### config.mk
export PLATFORM = sky130hd
export DESIGN_NAME = pc_sequencer_flat
export DESIGN_NICKNAME = d
export VERILOG_FILES = /design/src/rtl/definitions.sv /design/src/rtl/pc_sequencer_if.sv /design/src/rtl/branch_lut.sv /design/src/rtl/pc_sequencer.sv /design/src/flat_wrapper.sv
export SDC_FILE = /design/constraint.sdc
export NUM_CORES = 1
export LEC_CHECK = 0
export ABC_AREA = 1
export BUFFER_PORTS_ARGS = -buffer_cell sky130_fd_sc_hd__buf_2
export CORE_AREA = 2 2 87 89
export CTS_BUF_LIST = sky130_fd_sc_hd__clkbuf_4 sky130_fd_sc_hd__clkbuf_8
export DETAILED_ROUTE_END_ITERATION = 10
export DIE_AREA = 0 0 89 91
export PLACE_DENSITY_LB_ADDON = 0.08
export SETUP_SLACK_MARGIN = 0.05
export SYNTH_ARGS = -nofsm -noshare
export SYNTH_HDL_FRONTEND = slang
export SYNTH_SLANG_ARGS = --single-unit
export TNS_END_PERCENT = 5
### constraint.sdc
create_clock -name Clk -period 3 [get_ports Clk]
set_input_delay 0.15 -clock Clk [delete_from_list [all_inputs] [get_ports Clk]]
set_output_delay 0.15 -clock Clk [all_outputs]
set_load 0.01 [all_outputs]
### src/rtl/definitions.sv
// Shared types and constants for the program-counter sequencer:
// state encoding, data/PC/LUT widths and the branch target table.
package definitions;

  localparam int W   = 8;
  localparam int PCW = 10;
  localparam int LW  = 5;

  typedef enum logic [1:0] {
    IDLE = 2'd0,
    RUN  = 2'd1,
    DONE = 2'd2
  } pcs_state_t;

  // Absolute targets or PCW-bit two's-complement offsets, chosen per Target index.
  localparam logic [PCW-1:0] BRANCH_LUT [2**LW] = '{
    10'h000, 10'h001, 10'h002, 10'h040, 10'h100, 10'h005, 10'h200, 10'h3FC,
    10'h004, 10'h3FE, 10'h009, 10'h3F0, 10'h055, 10'h010, 10'h020, 10'h030,
    10'h050, 10'h060, 10'h070, 10'h080, 10'h090, 10'h0A0, 10'h0B0, 10'h0C0,
    10'h0D0, 10'h0E0, 10'h0F0, 10'h3F8, 10'h3FA, 10'h3FD, 10'h008, 10'h3FF
  };

endpackage

### src/rtl/pc_sequencer_if.sv
// Control/status bundle between the decoder/testbench side and the sequencer.
interface pc_sequencer_if;
  import definitions::*;

  logic           Start;
  logic           Stall;
  logic           Halt;
  logic           BranchEn;
  logic           BranchRel;
  logic [LW-1:0]  Target;
  logic [W-1:0]   CondIn;
  logic [PCW-1:0] ProgCtr;
  logic           Running;
  logic           Done;
  logic           Taken;
  logic [15:0]    CycleCt;

  modport master (
    output Start, Stall, Halt, BranchEn, BranchRel, Target, CondIn,
    input  ProgCtr, Running, Done, Taken, CycleCt
  );

  modport slave (
    input  Start, Stall, Halt, BranchEn, BranchRel, Target, CondIn,
    output ProgCtr, Running, Done, Taken, CycleCt
  );

endinterface

### src/rtl/branch_lut.sv
// Combinational ROM returning the branch table entry selected by Target.
module branch_lut
  import definitions::*;
(
  input  logic [LW-1:0]  target,
  output logic [PCW-1:0] entry
);

  assign entry = BRANCH_LUT[target];

endmodule

### src/rtl/pc_sequencer.sv
// Program counter, IDLE/RUN/DONE program handshake, branch resolution and
// saturating RUN-cycle counter for the single-cycle core.
module pc_sequencer
  import definitions::*;
(
  input  logic          Clk,
  input  logic          Reset_n,
  pc_sequencer_if.slave bus
);

  pcs_state_t     state_r, state_s;
  logic [PCW-1:0] pc_r, pc_s;
  logic [15:0]    ct_r, ct_s, ct_inc_s;
  logic           taken_r, taken_s;
  logic [PCW-1:0] lut_entry_s;
  logic           cond_s;

  branch_lut u_branch_lut (
    .target (bus.Target),
    .entry  (lut_entry_s)
  );

  assign cond_s = bus.BranchEn && (bus.CondIn != {W{1'b0}});

  // Next-state, next-PC, counter and taken-pulse decode
  always_comb begin
    state_s  = state_r;
    pc_s     = pc_r;
    ct_s     = ct_r;
    taken_s  = 1'b0;
    ct_inc_s = (ct_r == 16'hFFFF) ? ct_r : ct_r + 16'd1;
    case (state_r)
      IDLE, DONE: begin
        if (bus.Start) begin
          state_s = RUN;
          pc_s    = {PCW{1'b0}};
          ct_s    = 16'd0;
        end else begin
          state_s = state_r;
        end
      end
      RUN: begin
        // Stalled cycles still count as RUN time.
        ct_s = ct_inc_s;
        if (bus.Stall) begin
          pc_s = pc_r;
        end else if (bus.Halt) begin
          state_s = DONE;
        end else if (cond_s) begin
          taken_s = 1'b1;
          // PCW-bit add wraps, which is the sign-extended relative add.
          pc_s    = bus.BranchRel ? (pc_r + lut_entry_s) : lut_entry_s;
        end else begin
          pc_s = pc_r + {{(PCW-1){1'b0}}, 1'b1};
        end
      end
      default: begin
        state_s = IDLE;
      end
    endcase
  end

  // State, PC, counter and taken registers
  always_ff @(posedge Clk or negedge Reset_n) begin
    if (!Reset_n) begin
      state_r <= IDLE;
      pc_r    <= {PCW{1'b0}};
      ct_r    <= 16'd0;
      taken_r <= 1'b0;
    end else begin
      state_r <= state_s;
      pc_r    <= pc_s;
      ct_r    <= ct_s;
      taken_r <= taken_s;
    end
  end

  assign bus.ProgCtr = pc_r;
  assign bus.Running = (state_r == RUN);
  assign bus.Done    = (state_r == DONE);
  assign bus.Taken   = taken_r;
  assign bus.CycleCt = ct_r;

endmodule
### src/flat_wrapper.sv
// flat-port wrapper written by rule: the top's interface ports become plain ports
module pc_sequencer_flat import definitions::*;
  (Clk, Reset_n, bus_Start, bus_Stall, bus_Halt, bus_BranchEn, bus_BranchRel, bus_Target, bus_CondIn, bus_ProgCtr, bus_Running, bus_Done, bus_Taken, bus_CycleCt);
  pc_sequencer_if bus_i ();
  input  logic Clk;
  input  logic Reset_n;
  input wire logic [$bits(bus_i.Start)-1:0] bus_Start;
  input wire logic [$bits(bus_i.Stall)-1:0] bus_Stall;
  input wire logic [$bits(bus_i.Halt)-1:0] bus_Halt;
  input wire logic [$bits(bus_i.BranchEn)-1:0] bus_BranchEn;
  input wire logic [$bits(bus_i.BranchRel)-1:0] bus_BranchRel;
  input wire logic [$bits(bus_i.Target)-1:0] bus_Target;
  input wire logic [$bits(bus_i.CondIn)-1:0] bus_CondIn;
  output wire logic [$bits(bus_i.ProgCtr)-1:0] bus_ProgCtr;
  output wire logic [$bits(bus_i.Running)-1:0] bus_Running;
  output wire logic [$bits(bus_i.Done)-1:0] bus_Done;
  output wire logic [$bits(bus_i.Taken)-1:0] bus_Taken;
  output wire logic [$bits(bus_i.CycleCt)-1:0] bus_CycleCt;
  assign bus_i.Start = bus_Start;
  assign bus_i.Stall = bus_Stall;
  assign bus_i.Halt = bus_Halt;
  assign bus_i.BranchEn = bus_BranchEn;
  assign bus_i.BranchRel = bus_BranchRel;
  assign bus_i.Target = bus_Target;
  assign bus_i.CondIn = bus_CondIn;
  assign bus_ProgCtr = bus_i.ProgCtr;
  assign bus_Running = bus_i.Running;
  assign bus_Done = bus_i.Done;
  assign bus_Taken = bus_i.Taken;
  assign bus_CycleCt = bus_i.CycleCt;
  pc_sequencer u_core (.Clk(Clk), .Reset_n(Reset_n), .bus(bus_i));
endmodule
==> out/metrics.yaml <==
run_status:
  status: "completed"
setup_path:
  critPathLaunch: "bus_Target[1]"
  worstSetupPathType: "in -> reg"
  required_ns: 3.18
  cpPeakStageDelay_ns: 0.42
  critPathSlowestCell: "fa_1"
  worstPathArrival_ns: 2.56
  cp-start-kind: "input port"
  r2r-end: "u_core.bus.ProgCtr[6]"
  endpoint: "u_core.bus.ProgCtr[6]"
  r2r_cells: 11
  worst-path-max-fanout: 8
  rrSetupSlack_ns: 0.86
  rr_startpoint: "u_core.bus.ProgCtr[0]"
  crit_chain: "buf_2 -> inv_1 -> ha_1 -> or2_2 -> nand3_1 -> a21oi_1 -> ha_1 -> fa_1 -> nand3_1 -> nand2_1 -> nand2_1 -> nand2_1 -> or2_2 -> nand3_1 -> nand2_1 -> nand3_1 -> nand2_1"
  crit_top_cell: "nand2_1"
  cp-end-kind: "flop"
sta:
  setup_viol: 0
  timing.fmax_ghz: 0.4191
  tns_ns: 0
  rsz0062_at_grt: "no"
  fin_skew_ns: 0.01339
  max_slew_margin_pct: 53.26
  maxSlewViolCount: 0
  fin_hold_ws_ns: 0.1461
  worstMarginPinSlew_ns: 0.7011
  min_period_ns: 2.386
  final_hold_viol_count: 0
  period_share_pct: 79.54
global_routing:
  track_usage_pct: 19.18
  grt_pass1_vias: 2657
  grt.overflow.total: 0
  grt_antenna_before_repair: 0
  grt_max_degree: 30
  grt_pass1_wl_um: 12540
finish:
  num-nets-final: 519
  syn2layout_area_growth_pct: 15.14
  antenna_cells: 0
  multiInputGateArea_mm2: 0.001815
  n_fill_cell: 802
  final_cell_mix: "nand2_1, inv_1, buf_2"
  final_common_cell: "nand2_1"
  regArea_um2: 725.7
  drive_gt1_share_pct: 15.87
route:
  via_count: 2889
  wirelength_um: 7451
  ant_nets: 0
  dr.pass1.iters: 4
  drt_iter0_drc: 109
  viasPerCell: 4.998
  route.detailed.drc: 0
  routed_wire_length_per_instance_um: 12.89
die:
  die_area_mm2: 0.008099
  num_rows: 31
  die_y_um: 91
  core_mm2: 0.007137
  start_util_pct: 39.15
  num_io_pins: 49
  die_w_um: 89
logic_synthesis:
  async_flop_share_pct: 100.0
  yosys_warnings: 0
  synth_fp_nets: 471
  ys_types: 37
  ys_seq_elements: 29
  ys_seq_area_share_pct: 25.97
  synthFlopType: "dfrtp_1"
  synth_edf_count: 0
  syn_inst: 430
  syn_area_per_cell_um2: 6.498
  syn-cell-area_mm2: 0.002794
cts:
  clk-insertion-delay-late_ns: 0.28
  htree_num_levels: 2
  cts_root_buf: "clkbuf_8"
  cts_tree: "done"
  numCtsBuffers: 5
  path_clk_slew_ns: 0.07
  postCtsSetupBuffers: 0
  clock-sinks: 29
  clk_path_buf_depth: 2
min_path:
  hold_path.class: "in -> reg"
  hold_start: "bus_Halt"
pwr:
  p_leak_nw: 1.667
  vdd_drop_max_v: 0.0002725
  powerDensity_mw_per_mm2: 687.8
placement:
  gp_routability_congestion: 0.8716
  portBuffers: 48
  hpwl_um: 5804
run:
  drv_cap: 0
-- synth_stat cells, drive strengths merged, types with 5 or more instances --
cell type / instances / area, µm²
xor2: 7 / 61.31
xnor2: 5 / 43.79
dfrtp: 29 / 725.7
nand3: 43 / 215.2
inv: 54 / 202.7
o211ai: 5 / 37.54
nor2: 36 / 152.7
nand2: 131 / 491.7
o21ai: 32 / 160.2
nand3b: 5 / 37.54
buf: 5 / 30.02
ha: 20 / 250.2
nand4: 9 / 56.30
a21oi: 26 / 145.2
-- layout make-up --
type / instances / area share (%)
repair buffers: 50 / 8.012
inverters: 55 / 6.457
clock inverters: 3 / 0.5445
flip-flops and latches: 29 / 22.56
multi-input cells: 337 / 56.44
well taps: 99 / 3.851
clock buffers: 5 / 2.139
-- cells by family after synthesis --
family | after synthesis | synth area share, %
flops | 29 | 25.97
fa+ha+maj | 21 | 9.673
simple gates | 235 | 37.21
buf+inv | 64 | 9.045
xor+xnor | 12 | 3.762
compound gates | 69 | 14.33
-- what timing repair did --
action,4_1_cts,5_1_grt
hold buffers,1,0
resized for setup,0,0
endpoints found under the hold margin,29,0
-- worst min-delay path by stage --
stage | endpoint | slack [ns] | cells after the start
2_1_floorplan | u_core.bus.CycleCt[0] | -0.15 | 0
5_1_grt | u_core.state_r[1] | 0.16 | 2
4_1_cts | u_core.state_r[1] | 0.14 | 2
6_report | u_core.state_r[1] | 0.15 | 2
3_5_place_dp | u_core.bus.CycleCt[4] | 0.24 | 1
3_3_place_gp | u_core.bus.CycleCt[4] | 0.25 | 1
-- stage by stage --
stage	instance area (µm²)	utilization (%)	worst slack [ns]	power, mW	cells
floorplan	2794	-	0.7081	1.529	430
global placement	3120	43.72	0.3854	1.897	569
detailed placement	3120	43.72	0.3319	1.896	569
CTS	3217	45.07	0.6203	2.229	578
global route	3217	45.07	0.4153	2.451	578
finish	3217	45.07	0.6138	2.212	578
-- power by group --
part / leakage (nW) / internal, mW / switching [mW]
registers: 0.389 / 0.520 / 0.220
clock network: 0.0439 / 0.160 / 0.168
logic: 1.23 / 0.437 / 0.707
total: 1.67 / 1.12 / 1.09
-- worst max-delay path, delay by kind of cell --
| kind | cells | cell delay [ns] |
|---|---|---|
| adder cells (fa/ha/maj) | 3 | 0.87 |
| AND/OR/NAND/NOR | 11 | 1.16 |
| buffers and inverters | 2 | 0.28 |
| AO/OA/AOI/OAI | 1 | 0.09 |
-- routing by layer --
layer  routed length [µm]  vias up  track usage, %  part of all wire, %
li1                     -     1502               -                    -
met1                 3472     1330           26.12                   47
met2                 3722       51           32.28                   50
met3                  195        6           2.818                  2.6
met4                   60        0           3.358                 0.81
met5                    0        -               0                    0
-- flip-flops by register name, indices dropped and copies added (netlist names) --
name                count
u_core.bus.ProgCtr     10
u_core.bus.Taken        1
u_core.bus.CycleCt     16
u_core.state_r          2
Power figures use the tool's default switching activity.
